<file path="config.mk">
export PLATFORM = sky130hd
export DESIGN_NAME = fetch_queue
export DESIGN_NICKNAME = d
export VERILOG_FILES = /design/src/rtl/fetch_pkg.sv /design/src/rtl/sync_fifo.sv /design/src/rtl/fetch_queue.sv
export SDC_FILE = /design/constraint.sdc
export NUM_CORES = 1
export LEC_CHECK = 0
export BUFFER_PORTS_ARGS = -buffer_cell sky130_fd_sc_hd__buf_2
export CAP_MARGIN = 30
export CORE_ASPECT_RATIO = 0.5
export CORE_MARGIN = 2
export CORE_UTILIZATION = 45
export DETAILED_ROUTE_END_ITERATION = 8
export PLACE_DENSITY = 0.68
export SLEW_MARGIN = 20
export SYNTH_ARGS = -nofsm -noshare
export SYNTH_HDL_FRONTEND = slang
export SYNTH_SLANG_ARGS = --single-unit
</file>
<file path="constraint.sdc">
create_clock -name clk -period 9.05 [get_ports clk]
set_clock_uncertainty 0.1 [all_clocks]
set_input_delay 1.81 -clock clk [delete_from_list [all_inputs] [get_ports clk]]
set_output_delay 1.81 -clock clk [all_outputs]
set_load 0.05 [all_outputs]
</file>
<file path="src/rtl/fetch_pkg.sv">
// Shared fetch front-end definitions: widths, reset PC, PC step, PC/instruction pair.
package fetch_pkg;

  localparam int unsigned XLEN = 32;
  localparam logic [XLEN-1:0] RESET_PC = 32'h0000_0000;
  localparam logic [XLEN-1:0] PC_INC = 32'd4;

  typedef struct packed {
    logic [XLEN-1:0] pc;
    logic [XLEN-1:0] inst;
  } fetch_pair_t;

endpackage

</file>
<file path="src/rtl/sync_fifo.sv">
// Single-clock FIFO (DEPTH x WIDTH) with synchronous clear; registered storage, no bypass.
module sync_fifo #(
  parameter int unsigned DEPTH = 4,
  parameter int unsigned WIDTH = 32
) (
  input  logic                     clk,
  input  logic                     reset,
  input  logic                     clear,
  input  logic                     push,
  input  logic [WIDTH-1:0]         push_data,
  input  logic                     pop,
  output logic [WIDTH-1:0]         pop_data,
  output logic                     full,
  output logic                     empty,
  output logic [$clog2(DEPTH):0]   count
);

  localparam int unsigned AW = $clog2(DEPTH);
  localparam int unsigned CW = AW + 1;

  logic [WIDTH-1:0] mem [DEPTH];
  logic [AW-1:0]    wr_ptr;
  logic [AW-1:0]    rd_ptr;

  assign empty    = (count == '0);
  assign full     = (count == CW'(DEPTH));
  assign pop_data = empty ? '0 : mem[rd_ptr];

  // Pointer and occupancy tracking; clear drops every entry at once.
  always_ff @(posedge clk) begin
    if (reset || clear) begin
      wr_ptr <= '0;
      rd_ptr <= '0;
      count  <= '0;
    end else begin
      if (push) wr_ptr <= wr_ptr + 1'b1;
      if (pop)  rd_ptr <= rd_ptr + 1'b1;
      count <= count + CW'(push) - CW'(pop);
    end
  end

  // Storage write port.
  always_ff @(posedge clk) begin
    if (push) mem[wr_ptr] <= push_data;
  end

endmodule

</file>
<file path="src/rtl/fetch_queue.sv">
// Instruction-fetch front end: sequential PC generator, in-order imem port,
// instruction buffer toward decode, flush/redirect handling.
// Optional macro FETCH_STATS_EN adds saturating flushCount/dropTotal counters.
module fetch_queue
  import fetch_pkg::*;
#(
  parameter int unsigned     DEPTH    = 4,
  parameter int unsigned     XLEN     = fetch_pkg::XLEN,
  parameter logic [XLEN-1:0] RESET_PC = fetch_pkg::RESET_PC
) (
  input  logic            clk,
  input  logic            reset,
  input  logic            flushReset,
  input  logic [XLEN-1:0] redirectPc,
  output logic            imemReqValid,
  input  logic            imemReqReady,
  output logic [XLEN-1:0] imemReqAddr,
  input  logic            imemRespValid,
  input  logic [XLEN-1:0] imemRespData,
  output logic            instValid,
  input  logic            instReady,
  output logic [XLEN-1:0] instData,
  output logic [XLEN-1:0] instPc
`ifdef FETCH_STATS_EN
  ,
  output logic [15:0]     flushCount,
  output logic [15:0]     dropTotal
`endif
);

  localparam int unsigned CW = $clog2(DEPTH) + 1;

  logic [XLEN-1:0] fetchPc;
  logic [XLEN-1:0] headPc;
  logic [XLEN-1:0] redirect_aligned;
  logic [CW-1:0]   outstanding;
  logic [CW-1:0]   outstanding_next;
  logic [CW-1:0]   dropCount;
  logic [CW-1:0]   occupancy;
  logic [CW-1:0]   credit_used;
  logic            flush;
  logic            req_fire;
  logic            resp_take;
  logic            push;
  logic            pop;
  logic            fifo_full;
  logic            fifo_empty;

  assign flush            = flushReset & ~reset;
  assign redirect_aligned = redirectPc & ~XLEN'(3);

  // In-flight requests and buffered entries share one credit pool of DEPTH.
  assign credit_used  = outstanding + occupancy;
  assign imemReqValid = (credit_used < CW'(DEPTH)) & ~flushReset & ~reset;
  assign imemReqAddr  = fetchPc;
  assign req_fire     = imemReqValid & imemReqReady;

  assign resp_take = imemRespValid & (outstanding != '0);
  assign push      = imemRespValid & ~flush & (dropCount == '0);
  assign pop       = instValid & instReady;

  // dropCount on a flush must see this cycle's request and response updates.
  assign outstanding_next = outstanding + CW'(req_fire) - CW'(resp_take);

  assign instValid = ~fifo_empty;
  assign instPc    = headPc;

  // PC, outstanding and drop tracking; flush redirects both PCs.
  always_ff @(posedge clk) begin
    if (reset) begin
      fetchPc     <= RESET_PC;
      headPc      <= RESET_PC;
      outstanding <= '0;
      dropCount   <= '0;
    end else begin
      outstanding <= outstanding_next;
      if (flush) begin
        fetchPc   <= redirect_aligned;
        headPc    <= redirect_aligned;
        dropCount <= outstanding_next;
      end else begin
        if (req_fire) fetchPc <= fetchPc + XLEN'(PC_INC);
        if (pop)      headPc  <= headPc + XLEN'(PC_INC);
        if (imemRespValid && dropCount != '0) dropCount <= dropCount - 1'b1;
      end
    end
  end

  // Credit rule guarantees a free slot for every accepted response.
  always_ff @(posedge clk) begin
    if (!reset) assert (!(push && fifo_full));
  end

  sync_fifo #(
    .DEPTH (DEPTH),
    .WIDTH (XLEN)
  ) u_buf (
    .clk       (clk),
    .reset     (reset),
    .clear     (flush),
    .push      (push),
    .push_data (imemRespData),
    .pop       (pop),
    .pop_data  (instData),
    .full      (fifo_full),
    .empty     (fifo_empty),
    .count     (occupancy)
  );

`ifdef FETCH_STATS_EN
  logic resp_drop;
  assign resp_drop = imemRespValid & (flush | (dropCount != '0));

  // Saturating flush-cycle and discarded-response counters.
  always_ff @(posedge clk) begin
    if (reset) begin
      flushCount <= '0;
      dropTotal  <= '0;
    end else begin
      if (flush && flushCount != '1)    flushCount <= flushCount + 1'b1;
      if (resp_drop && dropTotal != '1) dropTotal  <= dropTotal + 1'b1;
    end
  end
`endif

endmodule

</file>
# --- After elaboration in Yosys (flattened, before gate mapping) ---
# Memories as Yosys holds them, arrays and structs flattened. A register that Yosys moved wholly into a read port is not among the register bits.
# Cells that the tools add are included.
classes:
  n_addsub: 10
  magnitude_cmp: 1
  n_mux: 11
  bitwise_logic: 12
  n_reduce_logical: 10
op_table:
  columns: ["operator", "count"]
  rows:
  - ["32-bit two-way mux", 5]
  - ["32-bit by 3-bit adder with 32-bit output (second input constant)", 2]
  - ["1-bit bitwise AND", 8]
  - ["3-bit by 1-bit adder with 3-bit output", 2]
  - ["3-bit zero test", 2]
  - ["3-bit two-way mux", 2]
  - ["2-bit nonzero test", 3]
  - ["3-bit nonzero test", 2]
  - ["3-bit by 1-bit subtractor with 3-bit output", 2]
  - ["2-bit by 1-bit adder with 2-bit output (second input constant)", 2]
  - ["2-bit two-way mux", 2]
  - ["1-bit NOT", 4]
  - ["3-bit adder", 1]
  - ["3-bit < comparator (second input constant)", 1]
  - ["3-bit by 1-bit subtractor with 3-bit output (second input constant)", 1]
  - ["1-bit two-way mux", 2]
  - ["2-bit OR reduction", 1]
  - ["1-bit logical AND", 1]
  - ["1-bit logical OR", 1]
word_totals:
  register_bits: 77
  mem_bits_rw: 128
  inputBits: 70
  out_inout_bits: 98
  wordCells: 54
  mem_count: 1
mem_list:
  columns: ["memory", "words", "width", "read_ports", "rd_ports_with_merged_regs", "wr", "line_no", "text"]
  rows:
  - ["u_buf.mem", 4, 32, 1, 1, 1, "sync_fifo.sv:21", "logic [WIDTH-1:0] mem [DEPTH];"]

# --- Longest topological paths before layout ---
# Gate-level depths: netlist of run 1.
depth:
  ltp_word: 8
  depth_mapped: 11
  depth_no_buf: 11

# --- Hierarchy ---
# From an unflattened synthesis of run 1, not the netlist that was laid out.
hier_totals:
  cells_unflattened: 679
  area_unflattened_um2: 9067.4
by_module_without_submodules:
  columns: ["mod", "n_inst", "cells_per_inst", "area_per_inst_um2", "seq_area_each_um2"]
  rows:
  - ["sync_fifo", 1, 249, 5326.4, 4023.9]
  - ["fetch_queue", 1, 430, 3741.1, 1321.3]

# --- Worst setup path after synthesis of run 1 ---
# OpenSTA, ideal clock, no wires.
synth_timing:
  path_type: "input to output"
  from: "input port flushReset"
  to: "output port imemReqValid"
  arrival_ns: 3.064
  required_ns: 7.140
  slack_ns: 4.076
  path_stages: 5
  path_buffers: 2
  cell_sequence: "clkbuf_1 clkinv_1 nand2_1 clkbuf_1 nor2_1"
synth_between:
  elab_chain_cells: 3
synth_rtl:
  columns: ["element", "line_no", "text"]
  rows:
  - ["start, declared", "fetch_queue.sv:13", "input logic flushReset,"]
  - ["1-bit NOT", "fetch_queue.sv:54", "assign imemReqValid = (credit_used < CW'(DEPTH)) & ~flushReset & ~reset;"]
  - ["1-bit bitwise AND (2 in a row)", "fetch_queue.sv:54", null]
  - ["end, declared", "fetch_queue.sv:15", "output logic imemReqValid,"]
# No other way between the ends.

# --- Final worst setup path of run 1 ---
layout_timing:
  from: "input port reset"
  to: "output port imemReqValid"
layout_between:
  elab_chain_cells: 2
layout_rtl:
  columns: ["element", "line_no", "text"]
  rows:
  - ["start, declared", "fetch_queue.sv:12", "input logic reset,"]
  - ["1-bit NOT", "fetch_queue.sv:54", null]
  - ["1-bit bitwise AND", "fetch_queue.sv:54", null]
# No other way between the ends.

==> results.sh, run 1 <==
export IMPL_outcome="finished clean"
export IMPL_end_kind="primary output"
export IMPL_die_w_um=204.8
export IMPL_path_class="input pin to primary output"
export IMPL_vdd_drop_max_mv=0.1499
export IMPL_clock_sinks=203
export IMPL_via_per_inst=5.629
export IMPL_arrival_ns=3.77
export IMPL_ys_warn_count=0
export IMPL_areaGrowthSynthToFinish_pct=18.07
export IMPL_hold_viol=0
export IMPL_ys_seq_area_share_pct=58.92
export IMPL_drtAntennaViolNets=0
export IMPL_synth_edf_count=128
export IMPL_drc=0
export IMPL_finalSetupViolCount=0
export IMPL_grt_setup_unrepaired="false"
export IMPL_numPortBuffers=161
export IMPL_grt_start_max_net_pins=63
export IMPL_layout_common_cells="buf_2, edfxtp_1, dfxtp_1, nand2_1, nor2_1"
export IMPL_crit_start="reset"
export IMPL_cts_resized=0
export IMPL_max_freq_mhz=176.0
export IMPL_tns_ns=0
export IMPL_synthArstFlopShare_pct=0
export IMPL_ys_flop_type="edfxtp_1"
export IMPL_via_count=6496
export IMPL_grt_pass1_wl_um=34080
export IMPL_layout_drive_gt1_share_pct=27.14
export IMPL_htree_levels=1
export IMPL_postLayoutCellArea_um2=10710
export IMPL_synth_avg_cell_area_um2=12.53
export IMPL_cts_setup_buffers=0
export IMPL_dieHeight_um=104.4
export IMPL_r2r_slack_ns=5.81
export IMPL_ys_ff_latch=203
export IMPL_cp_max_fo=40
export IMPL_postSynthCellCount=724
export IMPL_clkLatencyLatePin_ns=0.49
export IMPL_post_dp_hpwl_um=14170
export IMPL_clkTransAtPathRegs_ns=0.06
export IMPL_fin_crit_sh_pct=62.77
export IMPL_io_pins=168
export IMPL_antenna_found_initial=0
export IMPL_powerDensity_nw_per_um2=237.5
export IMPL_grt_usage_pct=20.08
export IMPL_r2r_end="dropCount[2]"
export IMPL_placed_area_um2=10110
export IMPL_clock_root_buffer="clkbuf_16"
export IMPL_totalWireLength_um=21500
export IMPL_worst_pin_slew_ns=0.9831
export IMPL_synth_cell_area_um2=9072
export IMPL_fin_crit_ns=5.681
export IMPL_rr_startpoint="u_buf.count[1]"
export IMPL_total_leakage_power_uw=0.003903
export IMPL_dr_pass1_iters=5
export IMPL_coreArea_um2=19590
export IMPL_place_congestion=0.8468
export IMPL_startpoint_type="input pin"
export IMPL_n_antenna_cell=0
export IMPL_slew_violations=0
export IMPL_total_power_uw=2544
export IMPL_nets=961
export IMPL_required_ns=7.14
export IMPL_first_iter_violations=393
export IMPL_clk_path_buf_depth=3
export IMPL_slew_headroom_pct=34.25
export IMPL_initial_core_util_pct=46.30
export IMPL_cap_violations=0
export IMPL_r2r_cells=11
export IMPL_cts_tree="yes"
export IMPL_routedWlPerCell_um=18.63
export IMPL_grt_pass1_vias=6276
export IMPL_postLayoutCoreUtil_pct=54.67
export IMPL_crit_path_end="imemReqValid"
export IMPL_cts_hold_fix_buffers=0
export IMPL_row_count=36
export IMPL_die_area_um2=21380
export IMPL_mostFrequentLayoutCell="buf_2"
export IMPL_cts_buffers_inserted=20
export IMPL_hp_class="flop to flop"
export IMPL_yosysUniqueCellTypes=66
export IMPL_overflow=0
[critical path, stage by stage]
cell	delay, ns
buf_2	0.61
inv_2	0.39
nand2_1	0.52
nor2_1	0.16
buf_2	0.25
[power breakdown]
group,internal (uW),leakage [uW],switching (uW)
Combinational,195,0.00184,449
Sequential,1070,0.00178,53.2
Clock,439,0.000288,343
Total,1700,0.00390,846
[cell usage after synthesis, types with 10 or more instances]
library cell / count / share of area, %
edfxtp_1: 128 / 42
dfxtp_1: 75 / 17
nand2_1: 60 / 2.5
nor2_1: 46 / 1.9
nor2b_1: 35 / 2.4
mux4_2: 32 / 7.9
clkbuf_1: 27 / 1.1
nand3_1: 26 / 1.4
nand4_1: 25 / 1.7
xor2_1: 24 / 2.3
o21ai_0: 20 / 1.1
a21oi_1: 18 / 0.99
inv_1: 17 / 0.70
a211oi_1: 15 / 1.2
xnor2_1: 14 / 1.4
ha_1: 13 / 1.8
nor3_1: 10 / 0.55
[per-stage QoR]
step,hold slack [ns],setup WS (ns),cells
global placement,0.4002,3.383,1120
global route,0.4517,3.194,1154
detailed placement,0.4082,3.368,1120
CTS,0.4158,3.362,1154
floorplan,0.3847,4.076,727
finish,0.4127,3.369,1154
[per-layer routing]
layer | part of all wire, % | wire length (um) | vias up | track usage, %
met3 | 5.4 | 1159 | 26 | 2.726
met5 | 0 | 0 | - | 0
li1 | - | - | 3043 | -
met4 | 1.5 | 318 | 0 | 4.037
met1 | 46 | 9873 | 3240 | 28.87
met2 | 47 | 10150 | 187 | 32.67
[worst min path at each step]
stage / endpoint / cells after the start / slack, ns / from
3_3_place_gp: imemReqAddr[26] / 2 / 0.40 / imemReqAddr[26]
3_5_place_dp: imemReqAddr[26] / 2 / 0.41 / imemReqAddr[26]
4_1_cts: imemReqAddr[26] / 2 / 0.42 / imemReqAddr[26]
5_1_grt: imemReqAddr[26] / 2 / 0.45 / imemReqAddr[26]
2_1_floorplan: flop / 2 / 0.38 / u_buf.rd_ptr[1]
6_report: imemReqAddr[26] / 2 / 0.41 / imemReqAddr[26]
[layout make-up]
class | count | area [um^2]
tap | 266 | 332.8
clock inverter | 8 | 78.83
multi-input combinational | 463 | 3496
timing repair buffer | 168 | 858.3
clock buffer | 26 | 523.0
fill | 1714 | 8882
inverter | 20 | 75.07
sequential | 203 | 5348
[logic make-up (layout without fill, tap and decap cells)]
logic type | after synthesis | in the layout | synth area share, %
and+or+nand+nor | 241 | 241 | 13.60
buffers and inverters | 61 | 222 | 2.786
DFF | 203 | 203 | 58.92
AOI/OAI and AO/OA | 129 | 129 | 10.30
adders and majority gates | 15 | 15 | 2.234
xor gates and xnor gates | 39 | 39 | 3.848
muxes | 35 | 35 | 8.275
other | 1 | 4 | 0.04133
[sequential cells by signal (all words and copies together) (netlist names), named ones only]
name / count
dropCount: 3
u_buf.mem: 128
outstanding: 3
u_buf.rd_ptr: 2
u_buf.wr_ptr: 2
u_buf.count: 3
imemReqAddr: 30
instPc: 30
Note: power is estimated with default switching activity, not from simulation.
==> run 2: changes to the inputs <==
- ABC_AREA: unset -> 1
- PLACE_DENSITY: 0.68 -> 0.67
- clock period: 9.05 -> 5.25 ns (I/O delays scaled with it)
==> results.sh, run 2 <==
export IMPL_met1_length_um=11950
export IMPL_antenna_found_initial=0
export IMPL_dr_pass1_iters=5
export IMPL_dieHeight_um=109.9
export IMPL_r2r_end="u_buf.count[2]"
export IMPL_ys_warn_count=0
export IMPL_total_leakage_power_uw=0.004931
export IMPL_synthMuxAreaShare_pct=0
export IMPL_synth_top_area_share_pct=38.07
export IMPL_grt_usage_pct=22.37
export IMPL_fin_crit_ns=3.825
export IMPL_ys_flop_type="edfxtp_1"
export IMPL_layout_drive_gt1_share_pct=16.08
export IMPL_r2r_slack_ns=2.25
export IMPL_total_power_uw=4179
export IMPL_drtAntennaViolNets=0
export IMPL_finalSetupViolCount=0
export IMPL_initial_core_util_pct=46.26
export IMPL_areaGrowthSynthToFinish_pct=16.21
export IMPL_max_freq_mhz=261.4
export IMPL_synth_avg_cell_area_um2=8.006
export IMPL_post_dp_hpwl_um=17880
export IMPL_synth_compound_area_share_pct=11.58
export IMPL_met2_length_um=12670
export IMPL_layout_common_cells="nor2_1, nand2_1, buf_2, edfxtp_1, o21ai_0"
export IMPL_synthXorXnorAreaFrac_pct=0.3470
export IMPL_via_per_inst=5.114
export IMPL_fin_crit_sh_pct=72.85
export IMPL_crit_buf_inv=4
export IMPL_worst_path_max_delay_cell="inv_1"
export IMPL_io_pins=168
export IMPL_end_kind="primary output"
export IMPL_crit_top_cell="buf_4"
export IMPL_routed_wl_met3_um=1606
export IMPL_n_antenna_cell=0
export IMPL_cts_hold_fix_buffers=0
export IMPL_tns_ns=0
export IMPL_hp_class="flop to flop"
export IMPL_highest_layer="met4"
export IMPL_powerDensity_nw_per_um2=356.2
export IMPL_synthArstFlopShare_pct=0
export IMPL_place_congestion=0.8719
export IMPL_nets=1489
export IMPL_slowest_delay_ns=0.39
export IMPL_die_area_um2=23720
export IMPL_grt_start_max_net_pins=65
export IMPL_clock_root_buffer="clkbuf_16"
export IMPL_cap_violations=0
export IMPL_yosysUniqueCellTypes=40
export IMPL_first_iter_violations=651
export IMPL_arrival_ns=2.67
export IMPL_cts_tree="yes"
export IMPL_required_ns=4.10
export IMPL_worst_hold_slack_ns=0.3920
export IMPL_slew_violations=0
export IMPL_clock_sinks=203
export IMPL_outcome="finished clean"
export IMPL_postLayoutCellArea_um2=11730
export IMPL_ys_seq_area_share_pct=52.94
export IMPL_grt_pass1_wl_um=42030
export IMPL_worstHoldStart="u_buf.rd_ptr[0]"
export IMPL_ys_ff_latch=203
export IMPL_vdd_drop_max_mv=0.2050
export IMPL_synth_top_family_by_area="simple AND/OR/NAND/NOR gates"
export IMPL_cts_setup_buffers=0
export IMPL_cts_resized=0
export IMPL_routedWlPerCell_um=15.62
export IMPL_synth_simple_area_share_pct=26.69
export IMPL_startpoint_type="flop"
export IMPL_totalWireLength_um=26840
export IMPL_hold_end="u_buf.rd_ptr[0]"
export IMPL_yosysMostFrequentCell="nor2_1"
export IMPL_grt_setup_unrepaired="false"
export IMPL_hold_viol=0
export IMPL_path_class="flop to primary output"
export IMPL_numPortBuffers=161
export IMPL_synth_area_leaders="edfxtp_1, dfxtp_1, nor2_1, nand2_1, o21ai_0"
export IMPL_placed_area_um2=11100
export IMPL_yosysTopAreaCell="edfxtp_1"
export IMPL_clkLatencyLatePin_ns=0.51
export IMPL_crit_family="buffers and inverters"
export IMPL_synth_fa_ha_area_share_pct=2.008
export IMPL_r2r_cells=12
export IMPL_clkTransAtPathRegs_ns=0.07
export IMPL_drc=0
export IMPL_mostFrequentLayoutCell="nor2_1"
export IMPL_synth_edf_count=128
export IMPL_row_count=38
export IMPL_regMostFlops="u_buf.mem"
export IMPL_coreArea_um2=21820
export IMPL_worst_pin_slew_ns=0.8469
export IMPL_via_count=8785
export IMPL_cts_buffers_inserted=20
export IMPL_largest_register_ffs=128
export IMPL_htree_levels=1
export IMPL_grt_pass1_vias=8072
export IMPL_postSynthCellCount=1261
export IMPL_overflow=0
export IMPL_cp_max_fo=33
export IMPL_ys_top_cells_by_count="nor2_1, nand2_1, edfxtp_1"
export IMPL_fillers=2037
export IMPL_clk_path_buf_depth=3
export IMPL_min_path_cells=1
export IMPL_crit_chain="buf_4 -> inv_1 -> buf_4 -> nor2_1 -> o21ai_0 -> a21oi_1 -> buf_2"
export IMPL_rr_startpoint="u_buf.count[1]"
export IMPL_slew_headroom_pct=43.46
export IMPL_synth_cell_area_um2=10100
export IMPL_die_w_um=215.8
[run 2: cell count changes after synthesis, sizes merged, moves of 32 or more]
| cell | before | now |
|---|---|---|
| o21ai | 20 | 117 |
| nand3 | 27 | 80 |
| mux4 | 32 | 0 |
| a21oi | 18 | 80 |
| nor2 | 46 | 305 |
| nor2b | 35 | 0 |
| nand2 | 60 | 262 |
| inv | 18 | 99 |
[run 2: cell families (layout without fill, tap and decap cells)]
logic type | Yosys count | count (layout)
buf+inv | 153 | 307
flops | 203 | 203
simple gates | 663 | 663
compound gates | 222 | 222
xor+xnor | 4 | 4
other cells | 1 | 4
fa+ha+maj | 15 | 15
[run 2: final cells by class]
cell class / instances / area (um^2) / share of cell area, %
Timing Repair Buffer: 172 / 900.9 / 7.678
Sequential cell: 203 / 5346 / 45.57
Multi-Input combinational cell: 908 / 4126 / 35.17
Clock inverter: 13 / 100.1 / 0.8532
Inverter: 99 / 371.6 / 3.167
Clock buffer: 23 / 511.7 / 4.362
Tap cell: 300 / 375.4 / 3.199
[run 2: worst reg2reg max path, delay by kind of cell (launching register included)]
| kind | cells | cell delay (ns) |
|---|---|---|
| simple gates | 4 | 0.84 |
| fa+ha+maj | 3 | 0.80 |
| buf+inv | 3 | 0.49 |
| flops | 1 | 0.43 |
| xor+xnor | 1 | 0.15 |
| compound gates | 1 | 0.12 |
[run 2: worst max-delay path by stage]
| stage | end | slack [ns] | cells past startpoint |
|---|---|---|---|
| 2_1_floorplan | u_buf.mem[0][0] | 2.02 | 4 |
| 3_3_place_gp | u_buf.mem[0][13] | 1.63 | 6 |
| 3_5_place_dp | u_buf.mem[1][15] | 1.61 | 6 |
| 4_1_cts | instData[17] | 1.36 | 7 |
| 5_1_grt | instData[31] | 1.25 | 7 |
| 6_report | instData[17] | 1.43 | 7 |
[run 2: report_power, final]
group / internal [uW] / total, uW / switching, uW / leakage (uW)
sequential: 1800 / 1900 / 97.1 / 0.00178
clock: 753 / 1370 / 613 / 0.000295
combinational: 232 / 914 / 682 / 0.00286
total: 2790 / 4180 / 1390 / 0.00493
[run 2: stage by stage]
step                      util (%)  instances  setup WS, ns
after floorplan                  -       1264         2.015
after global placement       50.87       1681         1.626
after detailed placement     50.87       1681         1.610
after CTS                    53.67       1717         1.358
after global routing         53.76       1718         1.251
final                        53.76       1718         1.425
[run 2: metal layers]
layer	up-vias	track usage (%)
met1	4058	29.71
met3	40	3.541
li1	4426	-
met5	-	0
met2	261	38.56
met4	0	5.911
